### src/rtl/cv32e40p_instr_fetch_queue.sv
// cv32e40p_instr_fetch_queue: fall-through fetch FIFO with outstanding/discard tracking for OBI responses
module cv32e40p_instr_fetch_queue #(
    parameter  int DEPTH = 2,
    localparam int CNT_W = $clog2(DEPTH + 1)
) (
    input  logic        clk,
    input  logic        rst_n,
    input  logic        flush_i,
    input  logic        gnt_i,
    input  logic        resp_valid_i,
    input  logic [31:0] resp_rdata_i,
    input  logic        resp_err_i,
    output logic        fetch_valid_o,
    output logic [31:0] fetch_rdata_o,
    output logic        fetch_err_o,
    input  logic        fetch_ready_i,
    output logic        req_allowed_o,
    output logic        busy_o
);
    localparam int PTR_W = $clog2(DEPTH);

    logic [32:0]      mem_q [DEPTH];
    logic [PTR_W-1:0] rptr_q, rptr_d, wptr_q, wptr_d;
    logic [CNT_W-1:0] count_q, count_d, out_q, out_d, disc_q, disc_d;
    logic [CNT_W:0]   credit;
    logic             empty, accept, push, pop;

    // Response acceptance, fall-through output and next-state computation
    always_comb begin
        empty         = count_q == '0;
        accept        = resp_valid_i & (disc_q == '0) & ~flush_i;
        fetch_valid_o = ~flush_i & (~empty | accept);
        fetch_rdata_o = !empty ? mem_q[rptr_q][31:0] : accept ? resp_rdata_i : '0;
        fetch_err_o   = !empty ? mem_q[rptr_q][32] : accept & resp_err_i;
        pop           = ~flush_i & ~empty & fetch_ready_i;
        push          = accept & ~(empty & fetch_ready_i);
        rptr_d        = flush_i ? '0 : rptr_q + PTR_W'(pop);
        wptr_d        = flush_i ? '0 : wptr_q + PTR_W'(push);
        count_d       = flush_i ? '0 : count_q + CNT_W'(push) - CNT_W'(pop);
        out_d         = out_q + CNT_W'(gnt_i) - CNT_W'(resp_valid_i);
        disc_d        = flush_i ? out_q - CNT_W'(resp_valid_i)
                                : disc_q - CNT_W'(resp_valid_i & (disc_q != '0));
        credit        = {1'b0, count_q} + {1'b0, out_q} - {1'b0, disc_q};
        req_allowed_o = credit < (CNT_W + 1)'(DEPTH);
        busy_o        = out_q != '0;
    end

    // Control state; asynchronous reset clears everything immediately
    always_ff @(posedge clk or negedge rst_n) begin
        if (!rst_n) begin
            rptr_q  <= '0;
            wptr_q  <= '0;
            count_q <= '0;
            out_q   <= '0;
            disc_q  <= '0;
        end else begin
            rptr_q  <= rptr_d;
            wptr_q  <= wptr_d;
            count_q <= count_d;
            out_q   <= out_d;
            disc_q  <= disc_d;
        end
    end

    // Storage needs no reset: entries are only visible while count_q says they are valid
    always_ff @(posedge clk) begin
        if (push) mem_q[wptr_q] <= {resp_err_i, resp_rdata_i};
    end

`ifdef CV32E40P_ASSERT_ON
    a_no_overflow : assert property (@(posedge clk) disable iff (!rst_n)
        !(push && !pop && count_q == CNT_W'(DEPTH)));
    a_no_underflow : assert property (@(posedge clk) disable iff (!rst_n)
        !(resp_valid_i && out_q == '0));
`endif
endmodule

### config.mk
export PLATFORM = sky130hd
export DESIGN_NAME = cv32e40p_instr_fetch_queue
export DESIGN_NICKNAME = d
export VERILOG_FILES = /design/src/rtl/cv32e40p_instr_fetch_queue.sv
export SDC_FILE = /design/constraint.sdc
export NUM_CORES = 1
export LEC_CHECK = 0
export CORE_MARGIN = 8
export CORE_UTILIZATION = 51
export DETAILED_ROUTE_END_ITERATION = 6
export PLACE_DENSITY_LB_ADDON = 0.15
export SLEW_MARGIN = 20
export SYNTH_ARGS = -nofsm -noshare
export SYNTH_HDL_FRONTEND = slang
export SYNTH_SLANG_ARGS = --single-unit
### constraint.sdc
create_clock -name clk -period 3.59 [get_ports clk]
set_clock_uncertainty 0.15 [all_clocks]
set_input_delay 1.077 -clock clk [delete_from_list [all_inputs] [get_ports clk]]
set_output_delay 1.077 -clock clk [all_outputs]
set_load 0.05 [all_outputs]
==> results of run 1 <==
==> cell usage after synthesis, drive strengths merged <==
master  number
a21o         1
a21oi        2
and2         1
and2b        2
buf         13
clkbuf       7
dfrtp        8
edfxtp      66
fa           2
ha           8
inv          7
mux2         1
mux2i       35
nand2        1
nand2b       1
nor2         5
o21a         1
o21ai        1
o22ai       33
or3b        34
or4b         1
xnor2        3
xnor3        1
xor2         1
==> cell families (layout without fill, tap and decap cells) <==
| logic type | count (synthesis) | after routing | synth area share [%] |
|---|---|---|---|
| fa+ha+maj | 10 | 10 | 3.80 |
| simple gates | 45 | 45 | 9.87 |
| compound gates | 38 | 38 | 11.7 |
| flops | 74 | 74 | 59.2 |
| mux | 36 | 36 | 9.80 |
| buf+inv | 27 | 149 | 4.14 |
| xor+xnor | 5 | 5 | 1.56 |
==> sequential cells by signal (all words and copies together) (netlist names) <==
name,cells
rptr_q,1
disc_q,2
count_q,2
mem_q,66
wptr_q,1
out_q,2
==> worst min path at each step <==
stage	endpoint	slack (ps)	cells past startpoint
6_report	out_q[1]$_DFF_PN0_	500	2
5_1_grt	out_q[1]$_DFF_PN0_	540	2
4_1_cts	out_q[1]$_DFF_PN0_	500	2
3_5_place_dp	out_q[1]$_DFF_PN0_	490	2
3_3_place_gp	out_q[1]$_DFF_PN0_	480	2
2_1_floorplan	out_q[1]$_DFF_PN0_	430	2
==> critical path, delay by kind of cell <==
family | cells | cell delay (ps)
buffers and inverters | 4 | 580
AND/OR/NAND/NOR | 1 | 520
AO/OA/AOI/OAI | 1 | 160
==> placed cells by master, fill, tap and decap left out, types with 2 or more instances in the layout <==
| master | instances |
|---|---|
| ha_1 | 6 |
| clkbuf_8 | 9 |
| mux2i_1 | 35 |
| or3b_4 | 31 |
| clkbuf_1 | 3 |
| nor2_1 | 4 |
| inv_1 | 7 |
| clkinv_1 | 2 |
| dfrtp_1 | 7 |
| xnor2_1 | 3 |
| and2b_2 | 2 |
| o22ai_4 | 32 |
| clkdlybuf4s50_1 | 37 |
| buf_12 | 44 |
| fa_1 | 2 |
| edfxtp_1 | 66 |
| ha_2 | 2 |
| buf_4 | 42 |
| or3b_2 | 3 |
==> layer usage <==
metal / global-route usage, % / share of wire, %
met1: 19.4 / 41
met4: 5.96 / 0.62
met5: 0 / 0
met2: 29.9 / 54
met3: 3.52 / 4.6
==> stage by stage <==
stage               util [%]  std cells  area [um2]  setup TNS [ps]
floorplan                  -        235        3910           -1090
global placement        76.9        437        5490           -9580
detailed placement      76.9        437        5490           -9600
CTS                     80.5        454        5750               0
global route            81.5        456        5820               0
finish                  81.5        456        5820               0
==> timing repair <==
action / CTS / global route
setup endpoints to repair: 34 / 17
resized for setup: 32 / 17
setup buffers: 1 / 2
hold endpoints to repair: 0 / 0
pin swaps: 12 / 8
==> final cells by class <==
type / instances / area (um2) / area share [%]
Timing Repair Buffer: 126 / 1600 / 27.5
Clock inverter: 4 / 42.5 / 0.731
Sequential cell: 74 / 2180 / 37.5
Clock buffer: 12 / 135 / 2.32
Multi-Input combinational cell: 134 / 1710 / 29.4
Tap cell: 99 / 124 / 2.13
Inverter: 7 / 26.3 / 0.452
==> power by group through the flow <==
| stage | Clock, mW | Sequential [mW] | Combinational, mW |
|---|---|---|---|
| 2_1_floorplan | 0 | 1.03 | 0.928 |
| 6_report | 0.589 | 1.04 | 1.62 |
| 5_1_grt | 0.634 | 1.04 | 1.71 |
| 3_5_place_dp | 0 | 1.05 | 1.56 |
| 3_3_place_gp | 0 | 1.05 | 1.53 |
| 4_1_cts | 0.605 | 1.04 | 1.61 |
==> impl_metrics.env, run 1 <==
export IMPL_status="finished, final reports clean"
export IMPL_coreArea_mm2=0.00714
export IMPL_r2r_start="count_q[1]$_DFF_PN0_"
export IMPL_totalWireLength_mm=8.19
export IMPL_ios=75
export IMPL_synth_seq_cells=74
export IMPL_die_width_um=101
export IMPL_fin_ws_ps=24.1
export IMPL_synth_area_top_cells="edfxtp_1, o22ai_2, mux2i_1"
export IMPL_cts_max_level=3
export IMPL_cts_tree="yes"
export IMPL_gp_congestion=0.732
export IMPL_drive_above_1_share_pct=49.6
export IMPL_grt_pass1_wl_mm=13.3
export IMPL_maxCapViolations=0
export IMPL_cts_buffer_depth=2
export IMPL_r2r_end="count_q[1]$_DFF_PN0_"
export IMPL_vias=2428
export IMPL_crit_required_ps=2360
export IMPL_setup_viol=0
export IMPL_avgSynthCellArea_um2=15.7
export IMPL_drc=0
export IMPL_worstSetupStartpoint="flush_i"
export IMPL_clockRootBuffer="clkbuf_8"
export IMPL_reg2reg_slack_ps=1070
export IMPL_finalPower_mw=3.24
export IMPL_maxSlewHeadroom_pct=60.9
export IMPL_nNetsFinal=401
export IMPL_num_antenna_cells=0
export IMPL_hold_violations=0
export IMPL_arrival_ps=2340
export IMPL_r2r_cells=9
export IMPL_p_switching_mw=1.14
export IMPL_period_needed_ps=3570
export IMPL_swShare_pct=35.1
export IMPL_numCtsBuffers=9
export IMPL_cp_max_fo=8
export IMPL_worst_pin_slew_ps=587
export IMPL_cts_hold_buf=0
export IMPL_grt_setup_unrepaired="false"
export IMPL_initial_core_util_pct=51.7
export IMPL_hpwlAfterDp_mm=5.86
export IMPL_rows=31
export IMPL_power_frac_comb_pct=49.9
export IMPL_cpMostUsedCell="buf_12"
export IMPL_hold_path_startpoint="out_q[1]$_DFF_PN0_"
export IMPL_ir_drop_uv=853
export IMPL_synth_area_mm2=0.00369
export IMPL_crit_slowest_cell="or4b_4"
export IMPL_drtIter0Drc=67
export IMPL_p_clk_share_pct=18.2
export IMPL_path_clk_slew_ps=60
export IMPL_powerDensity_mw_per_mm2=557
export IMPL_die_h_um=101
export IMPL_track_usage_pct=16.8
export IMPL_clkLatencyLatePin_ps=330
export IMPL_crit_chain="buf_6 > or4b_4 > buf_12 > buf_4 > o22ai_4 > buf_12"
export IMPL_cts_sinks=74
export IMPL_holdWs_ps=497
export IMPL_fin_crit_sh_pct=99.3
export IMPL_grt_max_degree=37
export IMPL_netlist_area_leader_share_pct=53.7
export IMPL_post_place_ws_ps=-365
export IMPL_ys_seq_area_share_pct=59.2
export IMPL_crit_type="input port to output pin"
export IMPL_endpoint_kind="output pin"
export IMPL_area_delta_synth_final_pct=57.7
export IMPL_p_int_mw=2.10
export IMPL_viasPerCell=5.32
export IMPL_hp_class="register to register"
export IMPL_leakage_nw=2.01
export IMPL_max_freq_mhz=280
export IMPL_die_area_mm2=0.0102
export IMPL_fillers=414
export IMPL_antenna_found_initial=0
export IMPL_slew_violations=0
export IMPL_startpoint_type="input port"
export IMPL_globalRoute_totalOverflow=0
export IMPL_grt_pass1_vias=2639
export IMPL_syn_nets=284
export IMPL_yosysUniqueCellTypes=30
export IMPL_synth_top_cell_by_area="edfxtp_1"
export IMPL_slowest_delay_ps=520
export IMPL_synthesis_instances=235
export IMPL_avgRoutedWirePerCell_um=18.0
export IMPL_ant_nets=0
export IMPL_synth_warnings=0
export IMPL_endpoint="fetch_err_o"
export IMPL_dr_pass1_iters=4
export IMPL_p_seq_share_pct=31.9
export IMPL_numPortBuffers=74
(Power assumes the default switching activity.)
==> inputs of run 2 (changes only) <==
==> constraint.sdc (replaced) <==
create_clock -name clk -period 3.6 [get_ports clk]
set_clock_uncertainty 0.15 [all_clocks]
set_input_delay 1.08 -clock clk [delete_from_list [all_inputs] [get_ports clk]]
set_output_delay 1.08 -clock clk [all_outputs]
set_load 0.05 [all_outputs]
==> impl_metrics.env, run 2 (synthesis results as in run 1) <==
export IMPL_status="finished, final reports clean"
export IMPL_globalRoute_totalOverflow=0
export IMPL_setup_viol=0
export IMPL_drive_above_1_share_pct=49.0
export IMPL_avgRoutedWirePerCell_um=17.7
export IMPL_numCtsBuffers=9
export IMPL_fillers=432
export IMPL_gp_congestion=0.733
export IMPL_fin_setup_tns_ps=0
export IMPL_clockRootBuffer="clkbuf_8"
export IMPL_antenna_found_initial=0
export IMPL_num_antenna_cells=0
export IMPL_slew_violations=0
export IMPL_ant_nets=0
export IMPL_cts_buffer_depth=2
export IMPL_fin_crit_sh_pct=98.9
export IMPL_dr_pass1_iters=4
export IMPL_coreArea_mm2=0.00714
export IMPL_maxCapViolations=0
export IMPL_arrival_ps=2330
export IMPL_maxSlewHeadroom_pct=61.6
export IMPL_clkLatencyLatePin_ps=340
export IMPL_cts_hold_buf=0
export IMPL_grt_max_degree=37
export IMPL_track_usage_pct=16.8
export IMPL_totalWireLength_mm=8.05
export IMPL_vias=2363
export IMPL_die_area_mm2=0.0102
export IMPL_endpoint_kind="output pin"
export IMPL_largest_reg_flops=66
export IMPL_hp_class="register to register"
export IMPL_die_width_um=101
export IMPL_powerDensity_mw_per_mm2=550
export IMPL_path_clk_slew_ps=60
export IMPL_drtIter0Drc=96
export IMPL_rows=31
export IMPL_grt_pass1_wl_mm=13.1
export IMPL_viasPerCell=5.20
export IMPL_leakage_nw=2.00
export IMPL_layout_common_cells="edfxtp_1, buf_12, buf_4"
export IMPL_startpoint_type="input port"
export IMPL_cts_sinks=74
export IMPL_grt_pass1_vias=2569
export IMPL_finalPower_mw=3.17
export IMPL_crit_required_ps=2370
export IMPL_final_common_cell="edfxtp_1"
export IMPL_regMostFlops="mem_q"
export IMPL_final_util_pct=80.8
export IMPL_die_h_um=101
export IMPL_hold_violations=0
export IMPL_nNetsFinal=399
export IMPL_cts_tree="yes"
export IMPL_cp_max_fo=3
export IMPL_initial_core_util_pct=51.7
export IMPL_ios=75
export IMPL_hpwlAfterDp_mm=5.73
export IMPL_period_needed_ps=3560
export IMPL_crit_type="input port to output pin"
export IMPL_numPortBuffers=74
export IMPL_area_delta_synth_final_pct=56.3
export IMPL_drc=0
export IMPL_worst_pin_slew_ps=576
export IMPL_grt_setup_unrepaired="false"
export IMPL_ir_drop_uv=712
export IMPL_max_freq_mhz=281
export IMPL_cts_max_level=3
## run 2: cell count changes in the layout (fill, tap and decap cells not counted), sizes merged
cell           before  now
clkbuf             12   16
clkinv              3    0
buf                89   87
bufinv              1    0
clkdlybuf4s50      37   36
dlymetal6s2s        0    1
## run 2: cell type report
class / count / area [um2] / share of cell area, %
timing repair buffer: 124 / 1570 / 27.3
inverter: 7 / 26.3 / 0.456
multi-input combinational: 134 / 1700 / 29.5
tap: 99 / 124 / 2.15
sequential: 74 / 2180 / 37.9
clock buffer: 16 / 160 / 2.78
## run 2: worst paths after layout
kind                                      start                   end  slack, ps  cells past startpoint
min in group asynchronous                 rst_n  count_q[1]$_DFF_PN0_        870                      1
max reg2reg                count_q[1]$_DFF_PN0_  count_q[0]$_DFF_PN0_       1110                      8
max                            resp_rdata_i[26]     fetch_rdata_o[26]         40                      4
max in group asynchronous                 rst_n      rptr_q$_DFF_PN0_       2150                      1
min                          out_q[1]$_DFF_PN0_    out_q[1]$_DFF_PN0_        490                      2
min reg2reg                  out_q[1]$_DFF_PN0_    out_q[1]$_DFF_PN0_        490                      2
## run 2: report_power, final
group          total, mW  leakage, nW  switching (mW)  internal [mW]
clock              0.544       0.0790           0.272          0.272
combinational       1.60         1.22           0.813          0.783
sequential          1.03        0.695          0.0432          0.990
total               3.17         2.00            1.13           2.04
## run 2: metal layers
layer  up-vias  global-route usage [%]  routed length [um]
li1       1149                       -                   -
met1      1136                    19.6                3380
met2        63                    28.3                4110
met3        15                    3.66                 382
met4         0                    8.71                 178
met5         -                       0                   0
## run 2: repair_timing
item | 4_1_cts | 5_1_grt
endpoints found under the hold margin | 0 | 0
gates resized for setup | 36 | 9
pin swaps | 4 | 5
buffers inserted | 1 | 0
endpoints found under the setup margin | 34 | 9
## run 2: stage by stage
stage               area (um2)  hold WS, ps  worst slack, ps  instances
finish                    5760          494             40.4        454
global route              5760          544            0.522        454
CTS                       5740          503             1.93        454
detailed placement        5490          490             -402        437
global placement          5490          476             -365        437
floorplan                 3910          425             -269        235
## run 2: worst max-delay path: stages
cell             delay (ps)
clkdlybuf4s50_1         520
or3b_4                  410
o22ai_4                 160
buf_12                  160
